===== config.mk =====
export PLATFORM = sky130hd
export DESIGN_NAME = note_sequencer
export DESIGN_NICKNAME = d
export VERILOG_FILES = /design/src/rtl/note_sequencer.sv
export SDC_FILE = /design/constraint.sdc
export NUM_CORES = 1
export LEC_CHECK = 0
export CAP_MARGIN = 20
export CORE_ASPECT_RATIO = 0.5
export CORE_MARGIN = 4
export CORE_UTILIZATION = 60
export CTS_CLUSTER_DIAMETER = 40
export CTS_CLUSTER_SIZE = 24
export DETAILED_ROUTE_END_ITERATION = 10
export GPL_TIMING_DRIVEN = 0
export PLACE_DENSITY = 0.79
export SLEW_MARGIN = 20
export SYNTH_ARGS = -nofsm -noshare
export SYNTH_HDL_FRONTEND = slang
export SYNTH_SLANG_ARGS = --single-unit

===== constraint.sdc =====
create_clock -name clk -period 3.95 [get_ports clk]
set_input_delay 0.79 -clock clk [delete_from_list [all_inputs] [get_ports clk]]
set_output_delay 0.79 -clock clk [all_outputs]
set_load 0.1 [all_outputs]

===== src/rtl/note_sequencer.sv =====
// Buffers {note, duration} song entries and plays them out one unit every UNIT_CYCLES clocks.
// Build option: define NOTE_SEQ_HOLD_LAST_EN to keep the last note on underrun instead of resting.
module note_sequencer #(
    parameter int unsigned UNIT_CYCLES = 750000,
    parameter int unsigned DEPTH       = 16,
    parameter logic [7:0]  REST_NOTE   = 8'd0
) (
    input  logic        clk,
    input  logic        rst_n,
    input  logic        start,
    input  logic        stop,
    input  logic        in_valid,
    output logic        in_ready,
    input  logic [15:0] in_data,
    output logic [7:0]  cur_note,
    output logic [31:0] cur_time,
    output logic        playing,
    output logic        underrun
);

    localparam int AW = $clog2(DEPTH);
    localparam int TW = $clog2(UNIT_CYCLES);
    localparam logic [TW-1:0] TICK_LAST  = TW'(UNIT_CYCLES - 1);
    localparam logic [TW-1:0] TICK_ONE   = TW'(1);
    localparam logic [AW:0]   FULL_COUNT = (AW+1)'(DEPTH);
    localparam logic [AW:0]   COUNT_ONE  = (AW+1)'(1);
    localparam logic [AW-1:0] PTR_ONE    = AW'(1);

    typedef enum logic {IDLE, PLAY} state_t;

    state_t        state;
    logic [15:0]   mem [DEPTH];
    logic [AW-1:0] wr_ptr;
    logic [AW-1:0] rd_ptr;
    logic [AW:0]   count;
    logic [AW:0]   count_next;
    logic [TW-1:0] tick;
    logic [7:0]    dur_left;
    logic [15:0]   head;
    logic          push;
    logic          pop;
    logic          boundary;
    logic          fifo_empty;

    assign head = mem[rd_ptr];

    // Handshake: an entry transfers on any edge where in_valid and in_ready are both high.
    // A stop in PLAY suppresses that cycle's boundary, so no pop can coincide with it.
    always_comb begin
        fifo_empty = (count == '0);
        push       = in_valid && in_ready;
        boundary   = (state == PLAY) && !stop && (tick == TICK_LAST);
        pop        = boundary && (dur_left <= 8'd1) && !fifo_empty;
        count_next = count;
        if (push && !pop) begin
            count_next = count + COUNT_ONE;
        end else if (pop && !push) begin
            count_next = count - COUNT_ONE;
        end
    end

    always_ff @(posedge clk) begin
        if (push) begin
            mem[wr_ptr] <= in_data;
        end
    end

    always_ff @(posedge clk or negedge rst_n) begin
        if (!rst_n) begin
            state    <= IDLE;
            wr_ptr   <= '0;
            rd_ptr   <= '0;
            count    <= '0;
            in_ready <= 1'b1;
            tick     <= '0;
            dur_left <= 8'd0;
            cur_note <= REST_NOTE;
            cur_time <= 32'd0;
            playing  <= 1'b0;
            underrun <= 1'b0;
        end else begin
            count    <= count_next;
            in_ready <= (count_next != FULL_COUNT);
            if (push) begin
                wr_ptr <= wr_ptr + PTR_ONE;
            end
            if (pop) begin
                rd_ptr <= rd_ptr + PTR_ONE;
            end

            case (state)
                IDLE: begin
                    tick <= '0;
                    if (start && !stop) begin
                        // Preload so the very first PLAY cycle is a unit boundary.
                        state    <= PLAY;
                        playing  <= 1'b1;
                        underrun <= 1'b0;
                        tick     <= TICK_LAST;
                    end
                end
                PLAY: begin
                    if (stop) begin
                        state    <= IDLE;
                        playing  <= 1'b0;
                        tick     <= '0;
                        cur_note <= REST_NOTE;
                        dur_left <= 8'd0;
                    end else begin
                        tick <= boundary ? '0 : tick + TICK_ONE;
                        if (boundary) begin
                            cur_time <= cur_time + 32'd1;
                            if (dur_left > 8'd1) begin
                                dur_left <= dur_left - 8'd1;
                            end else if (!fifo_empty) begin
                                cur_note <= head[15:8];
                                dur_left <= (head[7:0] == 8'd0) ? 8'd1 : head[7:0];
                            end else begin
                                underrun <= 1'b1;
                                dur_left <= 8'd0;
`ifdef NOTE_SEQ_HOLD_LAST_EN
                                cur_note <= cur_note;
`else
                                cur_note <= REST_NOTE;
`endif
                            end
                        end
                    end
                end
                default: state <= IDLE;
            endcase
        end
    end

endmodule


Word-level counts from Yosys, hierarchy flattened
Memory sizes are Yosys's and may differ from the RTL's.
Index checks and enable logic that the tools add are counted.
{"block": "word_totals", "in_bits": 21, "rom_bits": 0, "mem_count": 1, "regBits": 85, "ramBits": 256, "out_inout_bits": 43, "latchBits": 0, "elab_cells": 81}
{"memory": "mem", "depth": 16, "word_bits": 16, "read_ports": 1, "rd_ports_with_merged_regs": 0, "write_ports": 1, "line_no": "32", "rtl": "logic [15:0] mem [DEPTH];"}
{"block": "classes", "bitwise": 2, "n_mul": 0, "n_eq_ne": 9, "reduce_logical": 20, "n_mux": 29, "add_sub_neg": 7, "shift": 0, "magnitude_cmp": 2, "n_div": 0}
{"operator": "$mux W8", "count": 9}
{"operator": "$mux W20", "count": 3}
{"operator": "$pmux W20 S2", "count": 1}
{"operator": "$add A32 B1 Y32 const B", "count": 1}
{"operator": "$add A20 B1 Y20 const B", "count": 1}
{"operator": "$eq A20 B20 Y1 const B", "count": 1}
{"operator": "$mux W1", "count": 11}
{"operator": "$mux W5", "count": 2}
{"operator": "$ne A2 B2 Y1 const B", "count": 5}
{"operator": "$add A4 B1 Y4 const B", "count": 2}
{"operator": "$gt A8 B1 Y1 const B", "count": 1}
{"operator": "$le A8 B1 Y1 const B", "count": 1}
{"operator": "$logic_and A1 B1 Y1", "count": 8}
{"operator": "$logic_not A8 Y1", "count": 1}
{"operator": "$sub A8 B1 Y8 const B", "count": 1}
{"operator": "$pmux W1 S2", "count": 3}
{"operator": "$reduce_and A3 Y1", "count": 2}
{"operator": "$add A5 B1 Y5 const B", "count": 1}
{"operator": "$logic_not A5 Y1", "count": 1}
{"operator": "$ne A5 B5 Y1 const B", "count": 1}
{"operator": "$reduce_and A5 Y1", "count": 1}
{"operator": "$sub A5 B1 Y5 const B", "count": 1}
{"operator": "$logic_not A1 Y1", "count": 4}
{"operator": "$ne A2 B1 Y1 const B", "count": 2}
{"operator": "other kinds (3)", "count": 5}

Depth between registers and ports, before layout
{"block": "depth", "depth_word": 9, "ltp_mapped": 10}

Worst setup path before layout
OpenSTA, ideal clock, no wires.
{"block": "synth_timing", "path_kind": "register -> register", "from": "register in_ready", "to": "memory mem[3][0] (enable)", "t_arrival_ns": 2.688, "setup_ns": 0.409, "path_buffers": 1, "path_stages_with_launch": 5, "path_slack_ns": 0.853, "path_cell_list": "dfstp_2 > and2_1 > clkbuf_1 > nand2_1 > nor3_1"}
{"block": "synth_between", "elab_chain_cells": 3}
{"item": "from (decl)", "line_no": "13", "rtl": "output logic in_ready,"}
{"item": "from (signal assigned)", "line_no": "83", "rtl": "in_ready <= (count_next != FULL_COUNT);"}
{"item": "$logic_and A1 B1 Y1", "line_no": "51", "rtl": "push = in_valid && in_ready;"}
{"item": "$mux W1", "line_no": "63", "rtl": "if (push) begin"}
{"item": "$mux W1 (not written as such)", "line_no": "64", "rtl": "mem[wr_ptr] <= in_data;"}
{"item": "to (decl)", "line_no": "32"}
No other way between the ends.

Worst setup path after layout
{"block": "layout_timing", "from": "register rd_ptr[0]", "to": "register dur_left[0]"}
{"block": "layout_between", "elab_chain_cells": 7}
{"item": "from (decl)", "line_no": "34", "rtl": "logic [AW-1:0] rd_ptr;"}
{"item": "from (signal assigned)", "line_no": "88", "rtl": "rd_ptr <= rd_ptr + PTR_ONE;"}
{"item": "$mem_v2 Z16 W16 (*)"}
{"item": "$logic_not A8 Y1", "line_no": "117", "rtl": "dur_left <= (head[7:0] == 8'd0) ? 8'd1 : head[7:0];"}
{"item": "$mux W8 (*)", "line_no": "117"}
{"item": "$mux W8 (*)", "line_no": "115", "rtl": "end else if (!fifo_empty) begin"}
{"item": "$mux W8 (*)", "line_no": "113", "rtl": "if (dur_left > 8'd1) begin"}
{"item": "$mux W8 (*)", "line_no": "111", "rtl": "if (boundary) begin"}
{"item": "$mux W8 (*)", "line_no": "103", "rtl": "if (stop) begin"}
{"item": "to (signal assigned)", "line_no": "114", "rtl": "dur_left <= dur_left - 8'd1;"}
{"item": "to (signal assigned)", "line_no": "117"}
{"item": "to (decl)", "line_no": "38", "rtl": "logic [7:0] dur_left;"}
Every way passes the cells marked *; elsewhere a longest branch is shown, timed or not. The select of a mux whose other input is x is not followed.
A chain may end at the register's enable or synchronous reset.

==> flow_summary.toml <==
[global_route]
grt_overflow = 0
first_global_vias = 8131
globalRouteTotalUtil_pct = 25.2
first_pass_grt_wire_length_um = 49000
grt_start_max_net_pins = 49
antenna_found_initial = 1

[power]
seq_power_share_pct = 53.9
power_frac_clock_pct = 35.2
maximum_vdd_ir_drop_v = 0.000312
power.switching_w = 0.00214
power_density_nw_per_um2 = 497
power.share.switching_pct = 26.8
p_int_w = 0.00586
combinational_group_share_of_total_power_pct = 10.9
p_leak_nw = 5.43

[logic_synthesis]
synth-edff-count = 256
synth_top_cell_by_area = "sky130_fd_sc_hd__edfxtp_1"
synth_largest_type_area_fraction_pct = 55.3
post_synth.cell_area_avg_um2 = 17.2
synth_warnings = 0
synth-main-ff-cell = "sky130_fd_sc_hd__edfxtp_1"
yosysUniqueCellTypes = 56
postSynth.asyncResetShare_pct = 24.9
syn-instance-count = 807
mappedNetlistNets = 840
synth_seq_area_share_pct = 70.6
ys_seq_elements = 341
mapped_cell_area_um2 = 13900
synth.top_cells.by_area = "sky130_fd_sc_hd__edfxtp_1, sky130_fd_sc_hd__dfrtp_1, sky130_fd_sc_hd__mux4_2"

[finish]
layout_commonest_cell = "sky130_fd_sc_hd__edfxtp_1"
layout_common_cells = "sky130_fd_sc_hd__edfxtp_1, sky130_fd_sc_hd__dfrtp_1, sky130_fd_sc_hd__mux4_2"
nFillCells = 1393
utilization_pct = 70.6
nets = 948
sequential_cell_area_um2 = 9820
insertedDiodeCount = 0
syn_to_final_growth_pct = 15.8
design_area_um2 = 16100
multiInputGateArea_um2 = 3990
share_of_layout_cells_above_drive_strength_1_pct = 18.4
finalNonFillerCells = 1242

[route]
postRouteWirelength_um = 31600
route.antenna.remaining_nets = 0
drt-pass1-iter-count = 5
detail_route.iter0.violations = 882
drt-vias-per-instance = 6.46
avgRoutedWirePerCell_um = 25.5
via_count = 8021
drc_errors = 0

[clocking]
post-cts-setup-buffers = 0
post_cts_hold_buffer_count = 0
worst_setup_hold_path_clk_slew_ns = 0.10
numCtsBuffers = 27
worst_skew_pair.late_latency_ns = 0.59
cts_htree_levels = 1
cts.repair.resized = 0
cts_tree = "yes"
tritoncts_num_sinks = 341
cts-root-buf = "sky130_fd_sc_hd__clkbuf_16"
clock_tree.buffer_depth = 3

[timing]
max_freq_ghz = 0.279
setup_slack_ns = 0.372
finalClockSkew_ns = 0.0488
relSlewSlack_pct = 20.7
rsz0062_at_grt = "false"
layout_worst_path_cycle_share_pct = 90.6
timing_worst_slew_pin_value_ns = 1.18
final_hold_viol_count = 0
timing.hold.ws_ns = 0.212
timing.final.crit_period_ns = 3.58
finalMaxSlewViolations = 0
final_report_setup_violation_count = 0

[hold_path]
timing.hold.worst.class = "input pin to asynchronous set/reset pin"

[floorplanning]
die_w_um = 223
placementRows = 39
core-area_um2 = 22800
die_y_um = 116
design.portCount = 64
floorplan.initialDensity_pct = 61.0
dieArea_um2 = 25800

[setup_path]
setup.worst_path.end_class = "flop"
critical_path_arrival_ns = 4.04
worst-path-max-fanout = 10
critical_path_required_ns = 4.41
setup.worst_path.start_class = "flop"
reg2reg_slack_ns = 0.37
crit_type = "flop to flop"

[placed_design]
preCtsSetupSlack_ns = 0.0772
port-buffer-count = 63
placed_cells = 1193
placed_cell_area_um2 = 15200
routability_driven_placement_congestion_ratio = 0.849
placed_wire_length_estimate_after_detailed_placement_um = 19200

[run]
drv_cap = 0

[run_status]
status = "finished clean"
==> cells in the mapped netlist, types with 2 or more instances <==
library cell	number
sky130_fd_sc_hd__mux2_2	2
sky130_fd_sc_hd__a21o_1	2
sky130_fd_sc_hd__nor4_1	6
sky130_fd_sc_hd__xor2_1	17
sky130_fd_sc_hd__nand2b_1	2
sky130_fd_sc_hd__nor4b_1	2
sky130_fd_sc_hd__and2_1	2
sky130_fd_sc_hd__clkbuf_1	23
sky130_fd_sc_hd__or2_2	3
sky130_fd_sc_hd__dfrtp_1	84
sky130_fd_sc_hd__nand3b_1	2
sky130_fd_sc_hd__edfxtp_1	256
sky130_fd_sc_hd__xnor2_1	44
sky130_fd_sc_hd__a21oi_1	6
sky130_fd_sc_hd__or3_1	3
sky130_fd_sc_hd__buf_1	6
sky130_fd_sc_hd__a31oi_1	2
sky130_fd_sc_hd__o21ai_0	27
sky130_fd_sc_hd__a22oi_1	8
sky130_fd_sc_hd__nor3_1	14
sky130_fd_sc_hd__nand3_1	36
sky130_fd_sc_hd__a22o_1	8
sky130_fd_sc_hd__nor2b_1	5
sky130_fd_sc_hd__mux2i_1	4
sky130_fd_sc_hd__inv_1	13
sky130_fd_sc_hd__ha_1	12
sky130_fd_sc_hd__and4_1	4
sky130_fd_sc_hd__nand2_1	39
sky130_fd_sc_hd__mux4_2	73
sky130_fd_sc_hd__o21ai_1	3
sky130_fd_sc_hd__a311oi_1	2
sky130_fd_sc_hd__nand4_1	18
sky130_fd_sc_hd__buf_2	3
sky130_fd_sc_hd__nor3_2	2
sky130_fd_sc_hd__or4_1	3
sky130_fd_sc_hd__a32oi_1	2
sky130_fd_sc_hd__nor2_1	40
sky130_fd_sc_hd__and3_1	11
==> sequential cells by signal, indices dropped and copies added (netlist names), 4 cells and up <==
signal and count:
wr_ptr 4, mem 256, cur_note 8, dur_left 8, rd_ptr 4, tick 20
count 5, cur_time 32
==> power groups by stage <==
stage / Sequential [W] / Combinational [W] / Clock [W]
final: 0.00431 / 0.000870 / 0.00281
after global routing: 0.00434 / 0.000936 / 0.00302
after CTS: 0.00431 / 0.000866 / 0.00285
after detailed placement: 0.00438 / 0.000853 / 0
after global placement: 0.00437 / 0.000718 / 0
after floorplan: 0.00437 / 0.000456 / 0
==> logic make-up after synthesis <==
family	Yosys count	share of synthesized area, %
and+or+nand+nor	202	7.80
AOI/OAI and AO/OA	67	3.14
adders and majority gates	12	1.08
DFF	341	70.6
xor gates and xnor gates	61	3.84
muxes	79	12.3
buffers and inverters	45	1.24
==> final cells by class <==
| class | count | share of cell area [%] |
|---|---|---|
| clock buffer | 28 | 4.35 |
| inverter | 13 | 0.303 |
| multi-input combinational | 421 | 24.8 |
| tap | 307 | 2.39 |
| clock inverter | 21 | 1.38 |
| sequential | 341 | 61.0 |
| timing repair buffer | 79 | 5.05 |
| buffer | 32 | 0.777 |
==> layer usage <==
metal  part of all wire [%]  wire length, µm  global-route usage (%)
met1                     39            12300                    35.0
met2                     48            15200                    41.8
met3                    9.6             3040                    5.11
met4                    3.4             1080                    7.88
met5                  0.041               13                       0
==> worst paths after layout <==
kind | startpoint | to | cells past startpoint
max reg2reg | rd_ptr[0] | dur_left[0] | 8
min in group clk | cur_time[31] | cur_time[31] | 1
min reg2reg | cur_time[31] | cur_time[31] | 1
min | rst_n | count[4] | 1
max in group asynchronous | rst_n | dur_left[4] | 2
max | rd_ptr[0] | dur_left[0] | 8
==> per-stage QoR <==
stage	setup TNS [ns]	power, W
6_report	0	0.00800
2_1_floorplan	0	0.00483
4_1_cts	0	0.00803
3_3_place_gp	-151.35	0.00509
5_1_grt	0	0.00829
3_5_place_dp	0	0.00523
==> critical path, stage by stage (launching register included) <==
cell and delay [ns]:
sky130_fd_sc_hd__dfrtp_1 0.36, sky130_fd_sc_hd__clkbuf_1 0.59, sky130_fd_sc_hd__buf_1 0.83, sky130_fd_sc_hd__mux4_2 0.60, sky130_fd_sc_hd__a22oi_1 0.28, sky130_fd_sc_hd__nand3_1 0.23
sky130_fd_sc_hd__nor4_1 0.26, sky130_fd_sc_hd__a31oi_1 0.14, sky130_fd_sc_hd__o21ai_0 0.17
Power figures use the tool's default switching activity.
